===== src/rtl/emin_sched.sv =====
// Row scheduler for the emin datapath: launches one emin row per index, forwards
// results to the E buffer, tracks each row's minimum/argmin and muxes the T read port.
module emin_sched #(
    parameter int BIT_WIDTH = 32,
    parameter int I         = 160,
    parameter int TIMEOUT   = 1024,
    parameter int IW        = $clog2(I)
) (
    input  logic                        clk_in,
    input  logic                        rst_in,
    input  logic                        start_in,
    input  logic [IW-1:0]               i_lo_in,
    input  logic [IW-1:0]               i_hi_in,
    output logic                        busy_out,
    output logic                        done_out,
    output logic                        error_out,
    output logic [IW-1:0]               emin_i_out,
    output logic                        emin_valid_out,
    input  logic [IW-1:0]               emin_j_in,
    input  logic signed [BIT_WIDTH-1:0] emin_data_in,
    input  logic                        emin_valid_in,
    input  logic [IW-1:0]               emin_t_req_in,
    input  logic [IW-1:0]               ext_t_addr_in,
    output logic                        ext_grant_out,
    output logic [IW-1:0]               t_addr_out,
    output logic                        wr_en_out,
    output logic [IW-1:0]               wr_i_out,
    output logic [IW-1:0]               wr_j_out,
    output logic signed [BIT_WIDTH-1:0] wr_data_out,
    output logic                        min_valid_out,
    output logic [IW-1:0]               min_i_out,
    output logic [IW-1:0]               min_j_out,
    output logic signed [BIT_WIDTH-1:0] min_data_out
);

    localparam int WDW = $clog2(TIMEOUT + 1);
    localparam logic [IW:0]                   I_LIM    = (IW + 1)'(I);
    localparam logic [WDW-1:0]                WD_LIMIT = WDW'(TIMEOUT);
    localparam logic [WDW-1:0]                WD_ONE   = {{(WDW-1){1'b0}}, 1'b1};
    localparam logic [IW-1:0]                 IDX_ONE  = {{(IW-1){1'b0}}, 1'b1};
    localparam logic signed [BIT_WIDTH-1:0]   MAX_POS  = {1'b0, {(BIT_WIDTH-1){1'b1}}};

    typedef enum logic [2:0] {
        S_IDLE     = 3'd0,
        S_LAUNCH   = 3'd1,
        S_WAIT_ROW = 3'd2,
        S_ROW_END  = 3'd3,
        S_DONE     = 3'd4
    } state_t;

    state_t                      r_state;
    state_t                      w_next_state;
    logic [IW-1:0]               r_cur_i;
    logic [IW-1:0]               r_i_hi;
    logic [IW-1:0]               r_exp_j;
    logic [IW-1:0]               r_arg_j;
    logic [IW-1:0]               w_new_arg;
    logic signed [BIT_WIDTH-1:0] r_row_min;
    logic signed [BIT_WIDTH-1:0] w_new_min;
    logic [WDW-1:0]              r_wd;
    logic [WDW-1:0]              w_wd_inc;
    logic                        w_cfg_bad;
    logic                        w_accept;
    logic                        w_err_set;
    logic                        r_busy;
    logic                        r_done;
    logic                        r_error;
    logic                        r_emin_valid;
    logic                        r_wr_en;
    logic                        r_min_valid;
    logic [IW-1:0]               r_wr_i;
    logic [IW-1:0]               r_wr_j;
    logic signed [BIT_WIDTH-1:0] r_wr_data;
    logic [IW-1:0]               r_min_i;
    logic [IW-1:0]               r_min_j;
    logic signed [BIT_WIDTH-1:0] r_min_data;

    assign w_cfg_bad = (i_hi_in < i_lo_in) || ({1'b0, i_hi_in} >= I_LIM);
    assign w_accept  = (r_state == S_WAIT_ROW) && emin_valid_in && (emin_j_in == r_exp_j);
    assign w_wd_inc  = r_wd + WD_ONE;

    // Running minimum including the current sample; strict compare keeps the earliest (smallest) j on ties.
    always_comb begin
        w_new_min = r_row_min;
        w_new_arg = r_arg_j;
        if (emin_data_in < r_row_min) begin
            w_new_min = emin_data_in;
            w_new_arg = emin_j_in;
        end else begin
            w_new_min = r_row_min;
            w_new_arg = r_arg_j;
        end
    end

    // Next-state logic and error detection.
    always_comb begin
        w_next_state = r_state;
        w_err_set    = 1'b0;
        case (r_state)
            S_IDLE: begin
                if (start_in && !w_cfg_bad) begin
                    w_next_state = S_LAUNCH;
                end else begin
                    w_next_state = S_IDLE;
                end
            end
            S_LAUNCH: begin
                w_next_state = S_WAIT_ROW;
            end
            S_WAIT_ROW: begin
                if (emin_valid_in) begin
                    if (emin_j_in != r_exp_j) begin
                        w_next_state = S_IDLE;
                        w_err_set    = 1'b1;
                    end else if (emin_j_in == r_cur_i) begin
                        w_next_state = S_ROW_END;
                    end else begin
                        w_next_state = S_WAIT_ROW;
                    end
                end else if (w_wd_inc == WD_LIMIT) begin
                    w_next_state = S_IDLE;
                    w_err_set    = 1'b1;
                end else begin
                    w_next_state = S_WAIT_ROW;
                end
            end
            S_ROW_END: begin
                if (r_cur_i == r_i_hi) begin
                    w_next_state = S_DONE;
                end else begin
                    w_next_state = S_LAUNCH;
                end
            end
            S_DONE: begin
                w_next_state = S_IDLE;
            end
            default: begin
                w_next_state = S_IDLE;
            end
        endcase
    end

    // T port ownership follows the state directly so the external requester sees it without delay.
    always_comb begin
        ext_grant_out = 1'b0;
        t_addr_out    = emin_t_req_in;
        if (r_state == S_IDLE) begin
            ext_grant_out = 1'b1;
            t_addr_out    = ext_t_addr_in;
        end else begin
            ext_grant_out = 1'b0;
            t_addr_out    = emin_t_req_in;
        end
    end

    // State register, control strobes, sticky error and row index.
    always_ff @(posedge clk_in or posedge rst_in) begin
        if (rst_in) begin
            r_state      <= S_IDLE;
            r_busy       <= 1'b0;
            r_done       <= 1'b0;
            r_error      <= 1'b0;
            r_emin_valid <= 1'b0;
            r_wr_en      <= 1'b0;
            r_min_valid  <= 1'b0;
            r_cur_i      <= '0;
            r_i_hi       <= '0;
        end else begin
            r_state      <= w_next_state;
            r_busy       <= (w_next_state != S_IDLE);
            r_done       <= (w_next_state == S_DONE);
            r_emin_valid <= (w_next_state == S_LAUNCH);
            r_wr_en      <= w_accept;
            r_min_valid  <= (w_next_state == S_ROW_END);
            if ((r_state == S_IDLE) && start_in) begin
                r_error <= w_cfg_bad;
                r_i_hi  <= i_hi_in;
                if (!w_cfg_bad) begin
                    r_cur_i <= i_lo_in;
                end
            end else if (w_err_set) begin
                r_error <= 1'b1;
            end
            if ((r_state == S_ROW_END) && (r_cur_i != r_i_hi)) begin
                r_cur_i <= r_cur_i + IDX_ONE;
            end
        end
    end

    // Per-row tracking: expected j, running minimum and the inter-event watchdog.
    always_ff @(posedge clk_in or posedge rst_in) begin
        if (rst_in) begin
            r_exp_j   <= '0;
            r_row_min <= '0;
            r_arg_j   <= '0;
            r_wd      <= '0;
        end else if (r_state == S_LAUNCH) begin
            r_exp_j   <= '0;
            r_row_min <= MAX_POS;
            r_arg_j   <= '0;
            r_wd      <= WD_ONE;
        end else if (w_accept) begin
            r_exp_j   <= r_exp_j + IDX_ONE;
            r_row_min <= w_new_min;
            r_arg_j   <= w_new_arg;
            r_wd      <= WD_ONE;
        end else if (r_state == S_WAIT_ROW) begin
            r_wd      <= w_wd_inc;
        end
    end

    // Write-port and row-minimum data registers; they hold between strobes.
    always_ff @(posedge clk_in or posedge rst_in) begin
        if (rst_in) begin
            r_wr_i     <= '0;
            r_wr_j     <= '0;
            r_wr_data  <= '0;
            r_min_i    <= '0;
            r_min_j    <= '0;
            r_min_data <= '0;
        end else if (w_accept) begin
            r_wr_i    <= r_cur_i;
            r_wr_j    <= emin_j_in;
            r_wr_data <= emin_data_in;
            if (emin_j_in == r_cur_i) begin
                r_min_i    <= r_cur_i;
                r_min_j    <= w_new_arg;
                r_min_data <= w_new_min;
            end
        end
    end

    assign busy_out       = r_busy;
    assign done_out       = r_done;
    assign error_out      = r_error;
    assign emin_i_out     = r_cur_i;
    assign emin_valid_out = r_emin_valid;
    assign wr_en_out      = r_wr_en;
    assign wr_i_out       = r_wr_i;
    assign wr_j_out       = r_wr_j;
    assign wr_data_out    = r_wr_data;
    assign min_valid_out  = r_min_valid;
    assign min_i_out      = r_min_i;
    assign min_j_out      = r_min_j;
    assign min_data_out   = r_min_data;

endmodule


===== config.mk =====
export PLATFORM = sky130hd
export DESIGN_NAME = emin_sched
export DESIGN_NICKNAME = d
export VERILOG_FILES = /design/src/rtl/emin_sched.sv
export SDC_FILE = /design/constraint.sdc
export NUM_CORES = 1
export LEC_CHECK = 0
export CAP_MARGIN = 20
export CORE_MARGIN = 8
export CORE_UTILIZATION = 29
export CTS_CLUSTER_SIZE = 20
export DETAILED_ROUTE_END_ITERATION = 10
export PLACE_DENSITY = 0.51
export SYNTH_ARGS = -nofsm -noshare
export SYNTH_HDL_FRONTEND = slang
export SYNTH_SLANG_ARGS = --single-unit

===== constraint.sdc =====
create_clock -name clk_in -period 9.1 [get_ports clk_in]
set_input_delay 2.73 -clock clk_in [delete_from_list [all_inputs] [get_ports clk_in]]
set_output_delay 2.73 -clock clk_in [all_outputs]
set_load 0.1 [all_outputs]

## Word-level counts from Yosys, hierarchy flattened

Index checks and enable logic that the tools add are counted.

- Word-level logic and storage cells: 82
- Bits in registers: 180
- Bits of input ports: 76
- Output and inout port bits: 119

- Reductions and logical operators: 15
- Muxes and demuxes: 29
- Magnitude comparators: 3
- Add/sub/neg operators: 3
- Equal/unequal tests: 13

Operator list:

| cell | count |
|---|---|
| 32-bit two-way mux | 3 |
| 8-bit two-way mux | 9 |
| 11-bit two-way mux | 3 |
| 32-bit < comparator | 1 |
| 8-bit equality test | 3 |
| 8-bit by 1-bit adder with 8-bit output, second input constant | 2 |
| 8-bit != test | 2 |
| 3-bit case mux with 4 select lines | 1 |
| 11-bit by 1-bit adder with 11-bit output, second input constant | 1 |
| 11-bit equality test, second input constant | 1 |
| 3-bit by 2-bit equality test with 1-bit output, second input constant | 3 |
| 1-bit two-way mux | 9 |
| 8-bit greater-or-equal comparator, second input constant | 1 |
| 8-bit < comparator | 1 |
| 3-bit by 1-bit equality test with 1-bit output, second input constant | 2 |
| 3-bit two-way mux | 2 |
| 2-bit nonzero test | 3 |
| 3-bit nonzero test | 2 |
| 1-bit logical AND | 5 |
| 2-bit two-way mux | 2 |
| 2-bit AND reduction | 2 |
| 3-bit equality test, second input constant | 1 |
| 3-bit zero test | 1 |
| 2-bit by 1-bit != test with 1-bit output, second input constant | 1 |
| other kinds (2) | 2 |

## Depth between registers and ports, before layout

- Depth after elaboration: 7
- Mapped depth: 11
- Gate-level depth less buffers: 9

## Worst setup path before layout

Ideal clock, no wire load.

- Kind: input to output
- From: input port ext_t_addr_in[0]
- To: output port t_addr_out[0]
- Slack: 3.168 ns
- Data arrival time: 3.202 ns
- Required time: 6.370 ns
- Stages on the path: 1
- Buffers on the path: 0
- Path through: mux2_2

- Word-level cells in the longest chain between the ends: 1

Ends and longest elaborated chain:

| what | RTL line | RTL |
|---|---|---|
| start: declaration | 23 | `input logic [IW-1:0] ext_t_addr_in,` |
| 8-bit two-way mux | 147 | `if (r_state == S_IDLE) begin` |
| end: declaration | 25 | `output logic [IW-1:0] t_addr_out,` |

Every way passes these cells.

## Worst setup path in the final report

- From: input port emin_t_req_in[5]
- To: output port t_addr_out[5]

- Word-level cells in the longest chain between the ends: 1

Ends and longest elaborated chain:

| what | RTL line | RTL |
|---|---|---|
| start: declaration | 22 | `input logic [IW-1:0] emin_t_req_in,` |
| 8-bit two-way mux | 147 |  |

Every way passes these cells.

==> summary.txt <==
Status -> finished clean
Post-CTS setup buffer count -> 0
Routability cong. -> 0.756
CTS Buf Count -> 17
Worst-margin pin slew -> 1110 ps
Seq/Total Area, Yosys -> 50.1%
Post-DP HPWL -> 19.0 mm
Most frequent cell after synthesis -> nand2_1
Clk_lat worst skew -> 440 ps
Fin Clk Skew -> 13.9 ps
# resized after CTS -> 0
Post-Syn Nets -> 1063
CP max stage cell -> clkdlybuf4s50_1
Top-area cell type share of the netlist area -> 50.1%
Sum of negative setup slack -> 0 ps
Post-synthesis register bit count -> 180
PwrDens -> 186 mW/mm²
# DRC -> 0
Hold Crit Class -> reg -> reg
Hold_buf cts -> 0
Pin count of the biggest net entering global routing -> 109
# port buffers -> 194
EDFF count, synth -> 0
Critical path endpoint category -> primary output
Area delta synth->final -> 32.3%
Die Y -> 192 µm
CP Launch Type -> input port
Worst R2R Start -> r_state[0]$_DFF_PP0_
Cell family with most CP delay -> buffers and inverters
CTS tree -> built
Worst EP arrival -> 4460 ps
Worst slew margin -> 26.0%
Critical R2R Capture -> min_data_out[0]$_DFFE_PP0P_
Fraction of registers with async set or reset after synthesis -> 100%
Vias in the first global route -> 7468
Worst Path Required -> 6370 ps
MaxCap Viol Count -> 0
Layout Cells excl Fill -> 1524
Crit-path max FO -> 1
Clk slew on worst S/H paths -> 70 ps
Routed WL per cell -> 18.0 µm
GR Overflow Total -> 0
Num ports -> 195
Layout cells sized above 1 -> 7.27%
Top cell type by total area after synthesis -> dfrtp_1
Starting Density -> 29.4%
Row cnt -> 64
ANT cells -> 0
First-pass GRT wire length -> 43.4 mm
Yosys cell types -> 59
Crit Path Class -> in -> out
# setup viols final -> 0
Total wire length -> 27.5 mm
Cells on worst reg2reg path -> 8
Unrepaired setup endpoints after global routing -> false
# placed instances -> 1492
Routed via count -> 7331
CTS root buf -> clkbuf_16
Final ANT Viol Nets -> 0
Vias per cell -> 4.81
Die area -> 0.0369 mm²
Most common cell on crit path -> clkdlybuf4s50_1
Syn avg cell area -> 9.52 µm²
Final hold vios -> 0
Core area -> 0.0306 mm²
Fmax -> 139 MHz
Mapped cell area -> 0.00899 mm²
Crit-path cells -> clkdlybuf4s50_1 -> mux2_2 -> clkdlybuf4s50_1
Fin crit share -> 79.1%
Fin crit period -> 7190 ps
Critical Path Sink -> t_addr_out[5]
Maximum vdd drop -> 0.151 mV
DIE WIDTH -> 192 µm
Top FF cell, synth -> dfrtp_1
Bufs and invs on worst path -> 2
Reg2reg setup slack -> 5430 ps
Max incr delay on CP -> 1130 ps
DRT Pass-1 Iters -> 5
Synth cell count leaders -> 183 x nand2_1, 180 x dfrtp_1, 63 x nor2_1, 63 x o21ai_0, 54 x nand3_1
Clock sink count -> 180
H-tree depth -> 4
Max Slew Vio Count -> 0
Critical path depth -> 3
Initial antenna violation count -> 0
Layout Nets -> 1233
Synth Instances -> 945
Initial DRC Count -> 434
Gr usage total -> 15.1%
Ys Warns -> 0
Maximum root-to-sink buffer count -> 2
Synth area leaders -> dfrtp_1 50%, nand2_1 7.6%, ha_1 5.8%
Leakage -> 5.58 nW
Design Power -> 2.22 mW
CP startpoint -> emin_t_req_in[5]
cell usage in the layout (no fill, tap or decap), types with 4 or more instances in the layout:
cell type	count
ha_1	42
nand2_1	182
mux2_1	8
xnor2_1	12
nor3_1	7
a22o_1	9
clkdlybuf4s50_1	194
nand3_1	54
clkbuf_16	17
a21oi_1	21
mux2_2	17
a21o_1	6
dfrtp_1	180
inv_6	4
nor2_1	63
inv_1	46
and4_1	4
nand4_1	9
o21ai_0	63
o21ai_1	4
a31oi_1	43
a2bb2oi_1	31
xor2_1	26
nor4_1	5
inv_8	5
buf_4	11
worst min-delay path by stage:
stage / startpoint / end / slack [ps] / depth (start not counted)
after floorplan: r_wd[5]$_DFFE_PP0P_ / r_wd[5]$_DFFE_PP0P_ / 470 / 2
after global placement: wr_data_out[21]$_DFFE_PP0P_ / wr_data_out[21]$_DFFE_PP0P_ / 450 / 2
after detailed placement: wr_i_out[4]$_DFFE_PP0P_ / wr_i_out[4]$_DFFE_PP0P_ / 460 / 2
after CTS: wr_i_out[6]$_DFFE_PP0P_ / wr_i_out[6]$_DFFE_PP0P_ / 470 / 2
after global routing: wr_data_out[8]$_DFFE_PP0P_ / wr_data_out[8]$_DFFE_PP0P_ / 490 / 2
final: wr_data_out[2]$_DFFE_PP0P_ / wr_data_out[2]$_DFFE_PP0P_ / 470 / 2
metrics by stage:
step                      hold slack, ps  area [µm²]  utilization, %  setup slack, ps
after floorplan                      469        8990               -             1480
after global placement               449       11300            37.0             1910
after detailed placement             458       11300            37.0             1900
after CTS                            474       11900            38.9             1900
after global routing                 490       11900            38.9             1860
final                                467       11900            38.9             1910
sequential cells by signal, summed over array words and instances (netlist names), 3 cells and up:
| name | count |
|---|---|
| min_j_out | 8 |
| wr_data_out | 32 |
| r_row_min | 32 |
| wr_j_out | 8 |
| emin_i_out | 8 |
| wr_i_out | 8 |
| r_exp_j | 8 |
| min_data_out | 32 |
| r_arg_j | 8 |
| min_i_out | 8 |
| r_wd | 11 |
| r_state | 3 |
| r_i_hi | 8 |
report_power, final:
group          internal (mW)  switching, mW  total, mW
sequential             0.836         0.0778      0.914
combinational          0.172          0.372      0.544
clock                  0.392          0.366      0.758
tightest hold or removal path: stages, from the launching register on:
cell and delay [ps]:
dfrtp_1 350, nand2_1 50, nand2_1 40
layout make-up:
class,instances,area [µm²]
clock buffers,17,425
well taps,396,495
fillers,3105,18700
repair buffers,205,2020
multi-input cells,664,4110
clock inverters,15,165
inverters,47,184
flip-flops and latches,180,4500
logic make-up after synthesis:
group                      synth area share [%]
AOI/OAI and AO/OA                          14.7
adders and majority gates                  5.84
muxes                                      3.35
xor gates and xnor gates                   3.70
and+or+nand+nor                            17.7
DFF                                        50.1
buffers and inverters                      4.56
per-layer routing:
layer  part of all wire [%]  vias to the layer above  GRT usage, %
li1                       -                     3627             -
met1                     46                     3548          20.0
met2                     48                      143          24.7
met3                    4.9                       13          3.59
met4                   0.93                        0          3.50
met5                      0                        -             0
Power figures use the tool's default switching activity.
